[src/rtl/input_cond_if.sv]
// input_cond_if -- button/strobe bundle between the input conditioner and
// its consumer. The conditioner side uses the slave modport, the consumer
// (clock core or testbench) uses the master modport.
//
// Handshake semantics: there is no valid/ready pair here. btn_raw is a free
// running asynchronous level; Pulse, Minadv_stb and Hrsadv_stb are single
// cycle qualifiers that are meaningful only in the cycle they are high and
// are never back-pressured. btn_lvl, min_state and hrs_state are plain levels.
interface input_cond_if;
    logic [4:0] btn_raw;     // raw buttons: 0 Timeset, 1 Alarmset, 2 Minadv, 3 Hrsadv, 4 Alarmon
    logic       Pulse;       // one-clk tick every DIV cycles
    logic [4:0] btn_lvl;     // debounced levels, same bit order as btn_raw
    logic       Minadv_stb;  // one-clk minute-advance strobe
    logic       Hrsadv_stb;  // one-clk hour-advance strobe
    logic [1:0] min_state;   // debug: minute-advance FSM state
    logic [1:0] hrs_state;   // debug: hour-advance FSM state

    modport master (
        output btn_raw,
        input  Pulse, btn_lvl, Minadv_stb, Hrsadv_stb, min_state, hrs_state
    );

    modport slave (
        input  btn_raw,
        output Pulse, btn_lvl, Minadv_stb, Hrsadv_stb, min_state, hrs_state
    );
endinterface

[src/rtl/input_cond.sv]
// input_cond -- button conditioner for the alarm clock.
// Synchronizes and debounces five raw buttons, generates the Pulse tick and
// turns the Minadv/Hrsadv buttons into advance strobes.
// Optional feature macro: INPUT_COND_AUTOREPEAT_EN
//   defined   -> held advance buttons auto-repeat (IDLE/DELAY/REPEAT FSMs)
//   undefined -> one strobe per press, RPT_DLY is ignored
// Strobes are registered: they appear in the cycle after the event
// (press edge or Pulse) that causes them.
module input_cond #(
    parameter int DIV     = 50_000_000,
    parameter int DB      = 16,
    parameter int RPT_DLY = 2
) (
    input  logic         clk,
    input  logic         rst,
    input_cond_if.slave  bus
);
    localparam int CW  = $clog2(DIV);
    localparam int DBW = $clog2(DB + 1);

    // Reject parameter values outside their legal range at elaboration.
    if (DIV < 2 || DB < 1 || RPT_DLY < 1) begin : g_bad_params
        $error("input_cond: illegal parameter value");
    end

`ifdef INPUT_COND_AUTOREPEAT_EN
    localparam int TW = $clog2(RPT_DLY + 1);
    typedef enum logic [1:0] {ST_IDLE = 2'd0, ST_DELAY = 2'd1, ST_REPEAT = 2'd2} adv_state_e;
`else
    typedef enum logic [1:0] {ST_IDLE = 2'd0, ST_HELD = 2'd3} adv_state_e;
`endif

    // ---------------- tick divider ----------------
    logic [CW-1:0] div_q, div_d;
    logic          pulse;

    // Next divider count: 0..DIV-1, wrapping before it can reach DIV.
    always_comb begin
        div_d = div_q + 1'b1;
        if (div_q == CW'(DIV - 1)) div_d = '0;
    end

    // Divider register.
    always_ff @(posedge clk) begin
        if (rst) div_q <= '0;
        else     div_q <= div_d;
    end

    // Pulse is a decode of the registered count, so it is glitch-free and
    // has no path from the button inputs.
    assign pulse = (div_q == CW'(DIV - 1));

    // ---------------- synchronizer + debounce ----------------
    logic [4:0]     sync1_q, sync2_q, lvl_q;
    logic [DBW-1:0] db_q [5];

    // Two-flop synchronizer, then a per-bit counter that must see DB
    // consecutive disagreeing samples before the level flips.
    always_ff @(posedge clk) begin
        if (rst) begin
            sync1_q <= '0;
            sync2_q <= '0;
            lvl_q   <= '0;
            for (int i = 0; i < 5; i++) db_q[i] <= '0;
        end else begin
            sync1_q <= bus.btn_raw;
            sync2_q <= sync1_q;
            for (int i = 0; i < 5; i++) begin
                if (sync2_q[i] == lvl_q[i]) begin
                    db_q[i] <= '0;
                end else if (db_q[i] == DBW'(DB - 1)) begin
                    lvl_q[i] <= ~lvl_q[i];
                    db_q[i]  <= '0;
                end else begin
                    db_q[i] <= db_q[i] + 1'b1;
                end
            end
        end
    end

    // Advance strobes are only allowed while exactly one of Timeset and
    // Alarmset is held; the FSMs keep tracking the buttons regardless.
    logic       gate_ok;
    logic [1:0] adv_lvl;
    logic [1:0] adv_stb;
    logic [1:0] adv_state [2];

    assign gate_ok = lvl_q[0] ^ lvl_q[1];
    assign adv_lvl = lvl_q[3:2];

    // ---------------- advance channels (0 = Minadv, 1 = Hrsadv) ----------------
    for (genvar ch = 0; ch < 2; ch++) begin : g_adv
        adv_state_e state_q;
        logic       stb_q;
`ifdef INPUT_COND_AUTOREPEAT_EN
        logic [TW-1:0] tick_q;

        // Press strobes once, waits RPT_DLY ticks, then strobes on every tick.
        // A press landing on a Pulse cycle does not count as a delay tick.
        always_ff @(posedge clk) begin
            if (rst) begin
                state_q <= ST_IDLE;
                tick_q  <= '0;
                stb_q   <= 1'b0;
            end else if (!adv_lvl[ch]) begin
                state_q <= ST_IDLE;
                tick_q  <= '0;
                stb_q   <= 1'b0;
            end else begin
                case (state_q)
                    ST_IDLE: begin
                        state_q <= ST_DELAY;
                        tick_q  <= '0;
                        stb_q   <= gate_ok;
                    end
                    ST_DELAY: begin
                        stb_q <= 1'b0;
                        if (pulse) begin
                            if (tick_q == TW'(RPT_DLY - 1)) begin
                                state_q <= ST_REPEAT;
                                tick_q  <= '0;
                                stb_q   <= gate_ok;
                            end else begin
                                tick_q <= tick_q + 1'b1;
                            end
                        end
                    end
                    ST_REPEAT: begin
                        stb_q <= pulse & gate_ok;
                    end
                    default: begin
                        state_q <= ST_IDLE;
                        tick_q  <= '0;
                        stb_q   <= 1'b0;
                    end
                endcase
            end
        end
`else
        // One strobe per press edge; HELD waits for the release.
        always_ff @(posedge clk) begin
            if (rst) begin
                state_q <= ST_IDLE;
                stb_q   <= 1'b0;
            end else if (!adv_lvl[ch]) begin
                state_q <= ST_IDLE;
                stb_q   <= 1'b0;
            end else if (state_q == ST_IDLE) begin
                state_q <= ST_HELD;
                stb_q   <= gate_ok;
            end else begin
                stb_q <= 1'b0;
            end
        end
`endif
        assign adv_stb[ch]   = stb_q;
        assign adv_state[ch] = state_q;
    end

    assign bus.Pulse      = pulse;
    assign bus.btn_lvl    = lvl_q;
    assign bus.Minadv_stb = adv_stb[0];
    assign bus.Hrsadv_stb = adv_stb[1];
    assign bus.min_state  = adv_state[0];
    assign bus.hrs_state  = adv_state[1];
endmodule

[src/flat_wrapper.sv]
// flat-port wrapper written by rule: the top's interface ports become plain ports
module input_cond_flat 
#(
    parameter int DIV     = 50_000_000,
    parameter int DB      = 16,
    parameter int RPT_DLY = 2
)
  (clk, rst, bus_btn_raw, bus_Pulse, bus_btn_lvl, bus_Minadv_stb, bus_Hrsadv_stb, bus_min_state, bus_hrs_state);
  input_cond_if bus_i ();
  input  logic clk;
  input  logic rst;
  input wire logic [$bits(bus_i.btn_raw)-1:0] bus_btn_raw;
  output wire logic [$bits(bus_i.Pulse)-1:0] bus_Pulse;
  output wire logic [$bits(bus_i.btn_lvl)-1:0] bus_btn_lvl;
  output wire logic [$bits(bus_i.Minadv_stb)-1:0] bus_Minadv_stb;
  output wire logic [$bits(bus_i.Hrsadv_stb)-1:0] bus_Hrsadv_stb;
  output wire logic [$bits(bus_i.min_state)-1:0] bus_min_state;
  output wire logic [$bits(bus_i.hrs_state)-1:0] bus_hrs_state;
  assign bus_i.btn_raw = bus_btn_raw;
  assign bus_Pulse = bus_i.Pulse;
  assign bus_btn_lvl = bus_i.btn_lvl;
  assign bus_Minadv_stb = bus_i.Minadv_stb;
  assign bus_Hrsadv_stb = bus_i.Hrsadv_stb;
  assign bus_min_state = bus_i.min_state;
  assign bus_hrs_state = bus_i.hrs_state;
  input_cond #(.DIV(DIV), .DB(DB), .RPT_DLY(RPT_DLY)) u_core (.clk(clk), .rst(rst), .bus(bus_i));
endmodule
[config.mk]
export PLATFORM = sky130hd
export DESIGN_NAME = input_cond_flat
export DESIGN_NICKNAME = d
export VERILOG_FILES = /design/src/rtl/input_cond_if.sv /design/src/rtl/input_cond.sv /design/src/flat_wrapper.sv
export SDC_FILE = /design/constraint.sdc
export NUM_CORES = 1
export LEC_CHECK = 0
export CAP_MARGIN = 40
export CORE_UTILIZATION = 58
export CTS_BUF_LIST = sky130_fd_sc_hd__clkbuf_16
export DETAILED_ROUTE_END_ITERATION = 7
export PLACE_DENSITY = 0.76
export SYNTH_ARGS = -nofsm -noshare
export SYNTH_HDL_FRONTEND = slang
export SYNTH_SLANG_ARGS = --single-unit
[constraint.sdc]
create_clock -name clk -period 2 [get_ports clk]
set_input_delay 0.4 -clock clk [delete_from_list [all_inputs] [get_ports clk]]
set_output_delay 0.4 -clock clk [all_outputs]
set_load 0.01 [all_outputs]
==> results.md <==
- Fillers: 379
- Startpoint Class: flip-flop
- Total Routing Usage GR: 22.64%
- Root Buffer: clkbuf_16
- Area of the die: 5544 um2
- Worst path slowest cell: or4_4
- TritonCTS clock tree: done
- Synth-to-layout area growth: 24.36%
- Routed vias/inst: 5.137
- Flops & latches, synth: 70
- CP top delay family: simple AND/OR/NAND/NOR gates
- Mapped Area: 3045 um2
- Final min period: 1.915 ns
- EDFF count, synth: 25
- Worst Setup End Kind: flip-flop
- CTS buffer count: 9
- Max clock buf depth: 2
- Crit path kind: reg2reg
- Tot Pwr: 3.146 mW
- Period utilisation layout: 95.76%
- Reg area: 1653 um2
- Largest net degree at the start of global routing: 26
- Number of global-route vias before repair: 2,104
- Warnings from Yosys: 0
- Rows: 26
- Grt ovf: 0
- H-tree Lvls: 3
- Port Buf Inserts: 18
- Hold Path Class: reg2reg
- Final nets: 375
- Net Switching: 635.9 uW
- Antenna violations before repair: 0
- Initial DRC count: 76
- VDD IR max: 563.2 uV
- WL final: 5533 um
- DIE WIDTH: 74.46 um
- Vias: 2,219
- Sequential power share: 48.8%
- Primary FF master, synth: dfxtp_1
- First-pass GRT wire length: 9280 um
- Final GP Congestion: 0.8191
- Later-pin clock latency in the skew report: 0.32 ns
- Core area: 5075 um2
- Multi-input gate area: 1374 um2
- CTS sink count: 70
- Max Slew Vio Count: 0
- Inserted Diodes: 0
- Post-synth ARST share: 0%
- Mean post-synth cell area: 10.36 um2
- Post-DRT Antenna Nets: 0
- Hold Fails Final Rpt: 0
- Sum of buffers and inverters on the critical path: 1
- Logic gate share of total power: 3.5%
- RSZ-0062 raised after global routing: no
- Peak Freq: 522.2 MHz
- Final setup fails: 0
- Post-Syn Instances: 294
- Post-synth cell types: 36
- PwrDens: 830.6 nW/um2
- Internal power: 2.510 mW
- Max-cap violation count: 0
- Clk_skew: 0.005988 ns
- Critical path, cell by cell: buf_4 -> nand4_1 -> or4_4 -> or4_4 -> a21oi_2
- Clk slew on worst S/H paths: 0.05 ns
- Static leakage: 1.429 nW
- # IOs: 19
- Switch share: 20.21%
- DR WL/cell: 12.81 um
- Required time worst endpoint: 2.26 ns
- Detailed-placement wirelength estimate: 3637 um
- Sequential-to-total area share from yosys stat: 54.23%
- CP max FO: 7
- Clock Power Share: 47.7%
- Hold-fix buffers, CTS: 0
- Initial Utilization: 60.01%
- Final setup TNS: 0 ns
- Drt drc: 0
- Status: complete, no violations
- First-pass DRT Iterations: 4
- Die height: 74.46 um
- Worst Path Arrival: 2.17 ns
- Share of layout cells above drive strength 1: 12.15%
- Largest incremental delay on the critical path: 0.62 ns
- Cell mode on critical path: or4_4
-- state kept, by name, indices dropped and copies added (netlist names) --
| signal | flops |
|---|---|
| u_core.db_q | 25 |
| u_core.bus.btn_lvl | 5 |
| u_core.bus.Minadv_stb | 1 |
| u_core.div_q | 26 |
| u_core.bus.hrs_state | 1 |
| u_core.sync2_q | 5 |
| u_core.bus.Hrsadv_stb | 1 |
| u_core.sync1_q | 5 |
| u_core.bus.min_state | 1 |
-- synthesized netlist by cell type, types with 4 or more instances --
master / count / share of area [%]
inv_1: 16 / 2.0
nand4_1: 4 / 0.82
or3_1: 11 / 2.3
nand2_1: 12 / 1.5
or4_1: 5 / 1.2
xor2_1: 10 / 2.9
xnor2_1: 17 / 4.9
mux2i_1: 5 / 1.6
o31ai_1: 8 / 2.0
a21oi_1: 11 / 1.8
ha_1: 11 / 4.5
edfxtp_1: 25 / 25
nand3_1: 13 / 2.1
and3_1: 7 / 1.4
nor2_1: 46 / 5.7
nor2b_1: 12 / 2.5
dfxtp_1: 45 / 30
o21ai_0: 6 / 0.99
-- per-stage QoR --
stage	std cells	cell area (um2)	setup slack, ns	hold slack, ns	utilization (%)
final	432	3787	0.08488	0.4344	74.63
after global routing	432	3787	0.0005536	0.4684	74.63
after CTS	429	3764	0.04221	0.4390	74.16
after detailed placement	413	3478	0.02349	0.4264	68.54
after global placement	413	3478	0.01978	0.4167	68.54
after floorplan	318	3136	0.1795	0.4138	-
-- final timing paths --
kind,to,cells after the start,start,slack [ns]
setup / recovery,u_core.div_q[25],5,u_core.div_q[1],0.08
hold / removal,u_core.sync2_q[2],1,u_core.sync1_q[2],0.43
setup reg to reg,u_core.div_q[25],5,u_core.div_q[1],0.08
hold reg to reg,u_core.sync2_q[2],1,u_core.sync1_q[2],0.43
-- power by group through the flow --
stage               logic [mW]  registers [mW]  clock network, mW
detailed placement       0.109            1.56                  0
global placement         0.105            1.56                  0
CTS                      0.111            1.53               1.53
global route             0.126            1.54               1.60
finish                   0.110            1.54               1.50
floorplan               0.0681            1.56                  0
-- layout by cell type (no fill, tap or decap), types with 11 or more instances in the layout --
master / n
nor2_1: 46
dfxtp_1: 44
edfxtp_1: 25
conb_1: 25
buf_4: 18
inv_1: 17
xnor2_1: 17
clkdlybuf4s50_1: 17
nand3_1: 13
nand2_1: 12
nor2b_1: 12
or3_1: 11
a21oi_1: 11
-- cell families (layout without fill, tap and decap cells) --
kind of cell    count (synthesis)  in the layout  synth area share [%]
simple gates                  128            128                 22.35
fa+ha+maj                      11             11                 4.519
mux                             5              5                 1.643
flops                          70             70                 54.23
compound gates                 27             27                 5.341
xor+xnor                       27             27                 7.765
buf+inv                        25             69                 4.026
other cells                     1             25                0.1231
-- final cells by class --
type	instances	area share, %
flip-flops and latches	70	43.64
multi-input cells	223	36.27
repair buffers	37	8.722
clock buffers	9	5.946
well taps	70	2.313
inverters	16	1.586
clock inverters	7	1.520
-- routing by layer --
layer	GRT usage (%)	part of all wire, %
met1	26.32	44
met3	5.827	2.7
met2	39.84	51
met4	8.805	1.6
met5	0	0
-- timing repair --
item,4_1_cts,5_1_grt
pin swaps,1,2
endpoints found under the setup margin,1,2
gates resized for setup,6,3
setup buffers,0,3
No activity file was read; power rests on OpenSTA's default activity.
